[src/rtl/issue_gate.sv]
// One-entry issue holding register between decode and execute.
// Holds an instruction until its operands are ready, then hands it to execute and marks its destination busy.
module issue_gate #(
   parameter int unsigned STALL_W = 8
) (
   input  logic               clk,
   input  logic               reset,
   input  logic               in_valid,
   output logic               in_ready,
   input  logic [15:0]        in_instr,
   input  logic [2:0]         in_sr1,
   input  logic [2:0]         in_sr2,
   input  logic [2:0]         in_dr,
   input  logic               in_sr1_used,
   input  logic               in_sr2_used,
   input  logic               in_dr_used,
   input  logic [7:0]         reg_ready,
   input  logic               wb_valid,
   input  logic [2:0]         wb_dr,
   input  logic               flush,
   output logic               out_valid,
   input  logic               out_ready,
   output logic [15:0]        out_instr,
   output logic [2:0]         out_dr,
   output logic               out_dr_used,
   output logic               sb_busy_we,
   output logic [2:0]         sb_busy_idx,
   output logic [STALL_W-1:0] stall_count
);

   localparam int unsigned INSTR_W = 16;
   localparam int unsigned REG_W   = 3;

   localparam logic [0:0] IDLE = 1'b0;
   localparam logic [0:0] HOLD = 1'b1;

   logic [0:0]         state_q,    state_d;
   logic [INSTR_W-1:0] instr_q,    instr_d;
   logic [REG_W-1:0]   sr1_q,      sr1_d;
   logic [REG_W-1:0]   sr2_q,      sr2_d;
   logic [REG_W-1:0]   dr_q,       dr_d;
   logic               sr1_used_q, sr1_used_d;
   logic               sr2_used_q, sr2_used_d;
   logic               dr_used_q,  dr_used_d;
   logic [STALL_W-1:0] stall_q,    stall_d;

   logic sr1_ok;
   logic sr2_ok;
   logic dst_ok;
   logic ops_ok;
   logic holding;
   logic issue;
   logic accept;

   // Sources may be woken by a same-cycle writeback; the destination waits for the scoreboard.
   always_comb begin
      sr1_ok  = !sr1_used_q || reg_ready[sr1_q] || (wb_valid && (wb_dr == sr1_q));
      sr2_ok  = !sr2_used_q || reg_ready[sr2_q] || (wb_valid && (wb_dr == sr2_q));
      dst_ok  = !dr_used_q  || reg_ready[dr_q];
      ops_ok  = sr1_ok && sr2_ok && dst_ok;
      holding = (state_q == HOLD);
   end

   // Handshakes and next-state; reset and flush both suppress any transfer.
   always_comb begin
      out_valid   = 1'b0;
      in_ready    = 1'b0;
      issue       = 1'b0;
      accept      = 1'b0;
      sb_busy_we  = 1'b0;
      state_d     = state_q;
      instr_d     = instr_q;
      sr1_d       = sr1_q;
      sr2_d       = sr2_q;
      dr_d        = dr_q;
      sr1_used_d  = sr1_used_q;
      sr2_used_d  = sr2_used_q;
      dr_used_d   = dr_used_q;
      stall_d     = stall_q;

      out_valid  = holding && ops_ok && !flush && !reset;
      issue      = out_valid && out_ready;
      in_ready   = !reset && !flush && (!holding || issue);
      accept     = in_valid && in_ready;
      sb_busy_we = issue && dr_used_q;

      if (flush) begin
         state_d = IDLE;
      end else if (accept) begin
         state_d    = HOLD;
         instr_d    = in_instr;
         sr1_d      = in_sr1;
         sr2_d      = in_sr2;
         dr_d       = in_dr;
         sr1_used_d = in_sr1_used;
         sr2_used_d = in_sr2_used;
         dr_used_d  = in_dr_used;
      end else if (issue) begin
         state_d = IDLE;
      end

      // Operand stalls only; back-pressure from execute is not counted.
      if (holding && !ops_ok && !flush && !(&stall_q)) begin
         stall_d = stall_q + STALL_W'(1);
      end
   end

   always_ff @(posedge clk) begin
      if (reset) begin
         state_q    <= IDLE;
         instr_q    <= '0;
         sr1_q      <= '0;
         sr2_q      <= '0;
         dr_q       <= '0;
         sr1_used_q <= 1'b0;
         sr2_used_q <= 1'b0;
         dr_used_q  <= 1'b0;
         stall_q    <= '0;
      end else begin
         state_q    <= state_d;
         instr_q    <= instr_d;
         sr1_q      <= sr1_d;
         sr2_q      <= sr2_d;
         dr_q       <= dr_d;
         sr1_used_q <= sr1_used_d;
         sr2_used_q <= sr2_used_d;
         dr_used_q  <= dr_used_d;
         stall_q    <= stall_d;
      end
   end

   assign out_instr   = instr_q;
   assign out_dr      = dr_q;
   assign out_dr_used = dr_used_q;
   assign sb_busy_idx = dr_q;
   assign stall_count = stall_q;

endmodule

[config.mk]
export PLATFORM = sky130hd
export DESIGN_NAME = issue_gate
export DESIGN_NICKNAME = d
export VERILOG_FILES = /design/src/rtl/issue_gate.sv
export SDC_FILE = /design/constraint.sdc
export NUM_CORES = 1
export LEC_CHECK = 0
export BUFFER_PORTS_ARGS = -buffer_cell sky130_fd_sc_hd__buf_2
export CORE_MARGIN = 2
export CORE_UTILIZATION = 47
export CTS_CLUSTER_SIZE = 20
export DETAILED_ROUTE_END_ITERATION = 16
export HOLD_SLACK_MARGIN = 0.12
export PLACE_DENSITY = 0.82
export SLEW_MARGIN = 20
export SYNTH_ARGS = -nofsm -noshare
export SYNTH_HDL_FRONTEND = slang
export SYNTH_SLANG_ARGS = --single-unit
[constraint.sdc]
create_clock -name clk -period 3.45 [get_ports clk]
set_clock_uncertainty 0.2 [all_clocks]
set_input_delay 0.8625 -clock clk [delete_from_list [all_inputs] [get_ports clk]]
set_output_delay 0.8625 -clock clk [all_outputs]
set_load 0.1 [all_outputs]
* Yosys cells after proc, flatten, opt, wreduce, memory -nomap -nowiden
Index checks and enable logic that the tools add are counted.
** Operators by class
- $add $sub $neg :: 1
- Multiply operators :: 0
- Div/mod/pow operators :: 0
- Order comparisons :: 3
- Equal/unequal tests :: 2
- Shifts and indexed selects :: 0
- Multiplexer cells :: 8
- Bitwise operators :: 1
- Reductions and logical operators :: 33
** Operators by type and width (number)
- 1-bit logical AND :: 15
- 3-bit by 4-bit less-than comparator with 1-bit output, second input constant :: 3
- 1-bit binary-select mux with 3-bit select :: 3
- 8-bit by 1-bit adder with 8-bit output, second input constant :: 1
- 1-bit logical NOT :: 8
- 8-bit AND reduction :: 1
- 3-bit equality test :: 2
- 1-bit logical OR :: 6
- 1-bit 2-to-1 mux :: 5
- 2-bit AND reduction :: 1
- 2-bit nonzero test :: 1
- 2-bit OR reduction :: 1
- 1-bit inverter :: 1
** Storage, ports and cells
- Bits in registers :: 37
- Bits in latches :: 0
- Bits in writable memories :: 0
- Memory bits (read-only) :: 0
- Input bits :: 45
- Output and inout bits :: 34
- Memories :: 0

* Longest topological paths before layout
- Depth after elaboration :: 14
- Depth in mapped cells :: 9
- Gate-level depth less buffers :: 6

* Worst setup path after synthesis
No wires, ideal clock.
- Path kind :: register to output
- Start point :: register dr_q[1], in the netlist out_dr[1]
- End point :: output port in_ready
- Arrival :: 3.628 ns
- Data required time :: 2.388 ns
- Path slack :: -1.240 ns
- Stages on the path, launching flop included :: 8
- Buffers on the path :: 1
- Cells stage by stage :: dfxtp_1 > buf_2 > mux2i_1 > mux4_2 > nand2_1 > and2_1 > nand2_1 > a21boi_1
** On the way
- Word-level cells in the longest chain between the ends :: 10
** RTL lines
- start: declaration :: RTL line 41 : logic [REG_W-1:0] dr_q, dr_d;
- start signal: assignment :: RTL line 124 : dr_q <= dr_d;
- 1-bit binary-select mux with 3-bit select :: RTL line 59 : dst_ok = !dr_used_q || reg_ready[dr_q];
- 1-bit 2-to-1 mux (implied by the code) :: RTL line 59
- 1-bit logical OR :: RTL line 59
- 1-bit logical AND :: RTL line 60 : ops_ok = sr1_ok && sr2_ok && dst_ok;
- 1-bit logical AND (3 in series) :: RTL line 81 : out_valid = holding && ops_ok && !flush && !reset;
- 1-bit logical AND :: RTL line 82 : issue = out_valid && out_ready;
- 1-bit logical OR :: RTL line 83 : in_ready = !reset && !flush && (!holding || issue);
- 1-bit logical AND :: RTL line 83
- end: declaration :: RTL line 9 : output logic in_ready,
No other way between the ends. The select of a mux whose other input is x is not followed.

* Worst setup path after layout
- Start point :: input port reg_ready[1]
- End point :: output port out_valid
** On the way
- Word-level cells in the longest chain between the ends :: 9
- Elaborated cells between the ends (all ways) :: 16
- Those cells by class :: 6 x mux; 10 x reduce/logical
** RTL lines
- start: declaration :: RTL line 17 : input logic [7:0] reg_ready,
- 1-bit binary-select mux with 3-bit select (on tied branches) :: RTL line 57, 58
- 1-bit 2-to-1 mux (on tied branches) :: RTL line 57, 58
- 1-bit logical OR (on tied branches) (2 in series) :: RTL line 57, 58
- 1-bit logical AND :: RTL line 60
- 1-bit logical AND * :: RTL line 60
- 1-bit logical AND * (3 in series) :: RTL line 81
- end: declaration :: RTL line 21 : output logic out_valid,
Every way passes the cells marked *; elsewhere a longest branch is shown, timed or not. The select of a mux whose other input is x is not followed.

==> impl_metrics.json <==
{
  "status": "completed",
  "reg2reg_slack_ns": 0.56,
  "synth_warnings": 0,
  "finalCritPeriodShare": 0.9819,
  "clock_path_buffers": 2,
  "ys_ff_latch": 37,
  "synth_nets": 223,
  "crit_chain": "buf_2, mux4_1, mux2i_1, a32oi_1, and2_4, and3_2, buf_12",
  "synth_top_area_cell": "dfxtp_1",
  "worstPathMaxFanout": 3,
  "crit_family": "multiplexers",
  "post-route-drc-count": 0,
  "die-area_um2": 4336,
  "syn_area_um2": 1798,
  "final_nets": 302,
  "top_level_ports": 79,
  "drive_gt1_frac": 0.4125,
  "portBuffers": 78,
  "drt_iter0_drc": 101,
  "hold_viol_final": 0,
  "p_clk_frac": 0.298,
  "finalPower_mw": 1.006,
  "setup_viol": 0,
  "end_kind": "output pin",
  "cts_max_level": 2,
  "regToRegStartpoint": "sr2_q[0]$_SDFFE_PP0P_",
  "max_freq_mhz": 295.2,
  "sw_frac_of_total": 0.3179,
  "p_leak_nw": 1.223,
  "die_h_um": 65.85,
  "antenna_found_initial": 0,
  "maxCapViolations": 0,
  "endpoint": "out_valid",
  "dr.pass1.iters": 4,
  "rr_endpoint": "stall_count[5]$_SDFFE_PP0P_",
  "postCtsHoldBufs": 0,
  "max_stage_delay_ns": 0.49,
  "wl_per_cell_um": 12.86,
  "ir_drop_v": 0.0003130,
  "maxSlewViolCount": 0,
  "cts_buffers": 5,
  "die_w_um": 65.85,
  "comb_power_share": 0.244,
  "grt.total_usage": 0.1991,
  "n_antenna_cell": 0,
  "fin_util": 0.6582,
  "core_region_area_um2": 3661,
  "fill_cells": 335,
  "area_delta_synth_final_pct": 34.03,
  "root_buffer": "clkbuf_8",
  "synth_flop_cell": "dfxtp_1",
  "vias_per_cell": 5.066,
  "routabilityCongestion": 0.8493,
  "critPathBufInv": 2,
  "slowest_stage": "mux4_1",
  "grt_pass1_vias": 1531,
  "ant_nets": 0,
  "std_cell_rows": 22,
  "clock_sinks": 37,
  "reg2reg_depth": 9,
  "grt_max_degree": 42,
  "hpwl_um": 3053,
  "clock_latency_ns": 0.28,
  "min_path_type": "reg2reg",
  "syn_area_per_cell_um2": 10.16,
  "path_depth": 7,
  "synthCells": 177,
  "cp_data_required_time_ns": 2.39,
  "fin_crit_ns": 3.388,
  "synthTopCellsByArea": "dfxtp_1 (41%), mux2i_1 (19%), nor2_1 (8.1%)",
  "crit_arrival_ns": 2.33,
  "ys_seq_area_frac": 0.4120,
  "yosysUniqueCellTypes": 35,
  "synth-async-reset-ratio": 0,
  "grt_pass1_wl_um": 6582,
  "start_util": 0.4911,
  "crit_type": "in2out",
  "dr_total_vias": 1545,
  "synth_top_area_share": 0.4120,
  "grt-ovfl-total": 0,
  "powerDensity_nw_per_um2": 417.3,
  "power.switching_uw": 319.7,
  "synth-edff-count": 0,
  "intPower_uw": 685.9,
  "path_clk_slew_ns": 0.06,
  "worst_slew_pin_slew_ns": 0.4927,
  "pwr-share-seq": 0.457,
  "critPathLaunchType": "input port",
  "drt_wl_total_um": 3922,
  "cts_tree": "yes",
  "cp-startpoint": "reg_ready[1]",
  "relSlewSlack": 0.6738
}
layer usage:
metal  track usage  vias to the layer above  share of wire
met2        0.3497                       40           0.51
met5             0                        -              0
met1        0.2233                      723           0.42
met3       0.04940                        7          0.047
met4       0.09635                        0          0.019
li1              -                      775              -
area by class of cell:
| cell class | count | area [µm²] | area share |
|---|---|---|---|
| multi-input combinational | 124 | 1005 | 0.4169 |
| tap | 48 | 60.06 | 0.02492 |
| inverter | 4 | 15.01 | 0.006231 |
| sequential | 37 | 747.0 | 0.3100 |
| timing repair buffer | 84 | 493.0 | 0.2046 |
| clock buffer | 8 | 90.09 | 0.03738 |
how the worst min path moves through the flow:
stage	from	end	slack (ns)	cells after the start
after floorplan	sr2_used_q$_SDFFE_PP0P_	sr2_used_q$_SDFFE_PP0P_	0.26	2
after global placement	out_instr[2]$_SDFFE_PP0P_	out_instr[2]$_SDFFE_PP0P_	0.27	2
after detailed placement	out_instr[9]$_SDFFE_PP0P_	out_instr[9]$_SDFFE_PP0P_	0.28	2
after CTS	out_instr[15]$_SDFFE_PP0P_	out_instr[15]$_SDFFE_PP0P_	0.30	2
after global routing	out_instr[1]$_SDFFE_PP0P_	out_instr[1]$_SDFFE_PP0P_	0.32	2
final	out_instr[1]$_SDFFE_PP0P_	out_instr[1]$_SDFFE_PP0P_	0.29	2
worst min-delay path, cell delays in order (launching register included):
cell     delay [ns]
dfxtp_1        0.32
mux2i_1        0.06
nor2_1         0.07
placed cells by master (no fill, tap or decap), types with 3 or more instances in the layout:
cell type  count
mux2i_1       35
nor2_1        38
nand3_1        3
nor2b_1        3
mux4_2         4
a21oi_1        3
buf_12         4
xnor2_1        7
dfxtp_1       34
clkbuf_8       6
buf_4          5
buf_2         75
inv_1          4
sequential cells by signal, indices dropped and copies added, names as in the netlist:
signal       flops
holding          1
out_dr           3
out_dr_used      1
out_instr       16
sr1_q            3
sr1_used_q       1
sr2_q            3
sr2_used_q       1
stall_count      8
timing repair:
item,4_1_cts,5_1_grt
gates resized for setup,0,1
endpoints found under the setup margin,0,2
buffers inserted,0,1
logic make-up after synthesis:
group,Yosys count,synth area share
AND/OR/NAND/NOR,59,0.1510
multiplexers,43,0.2804
flip-flops,37,0.4120
buffers and inverters,16,0.04941
AO/OA/AOI/OAI,14,0.06612
XOR/XNOR,7,0.03410
adder cells (fa/ha/maj),1,0.006958
synth_stat cells, types with 2 or more instances:
cell      number
and4_1         2
nand2_1        3
inv_1          4
a31o_1         2
mux2_1         2
nor2b_1        3
and3_1         2
xnor2_1        7
mux4_2         4
a21oi_1        4
buf_4          5
clkbuf_1       4
nand4_1        2
buf_2          2
nand3_1        3
mux2i_1       35
nor2_1        39
dfxtp_1       37
power by group through the flow:
stage | combinational [mW] | clock [mW] | sequential [mW]
floorplan | 0.0987 | 0 | 0.553
global placement | 0.241 | 0 | 0.469
detailed placement | 0.245 | 0 | 0.469
CTS | 0.245 | 0.311 | 0.460
global route | 0.259 | 0.331 | 0.462
finish | 0.246 | 0.300 | 0.460
through the flow:
| stage | cell area, µm² | setup WS [ns] | TNS [ns] | hold slack [ns] | cells |
|---|---|---|---|---|---|
| 2_1_floorplan | 1827 | 0.008324 | 0 | 0.2632 | 177 |
| 3_3_place_gp | 2310 | 0.04773 | 0 | 0.2688 | 296 |
| 3_5_place_dp | 2310 | 0.02903 | 0 | 0.2807 | 296 |
| 4_1_cts | 2400 | 0.02418 | 0 | 0.2980 | 304 |
| 5_1_grt | 2410 | -0.02173 | -0.02335 | 0.3216 | 305 |
| 6_report | 2410 | 0.06240 | 0 | 0.2918 | 305 |
(Power assumes the default switching activity.)
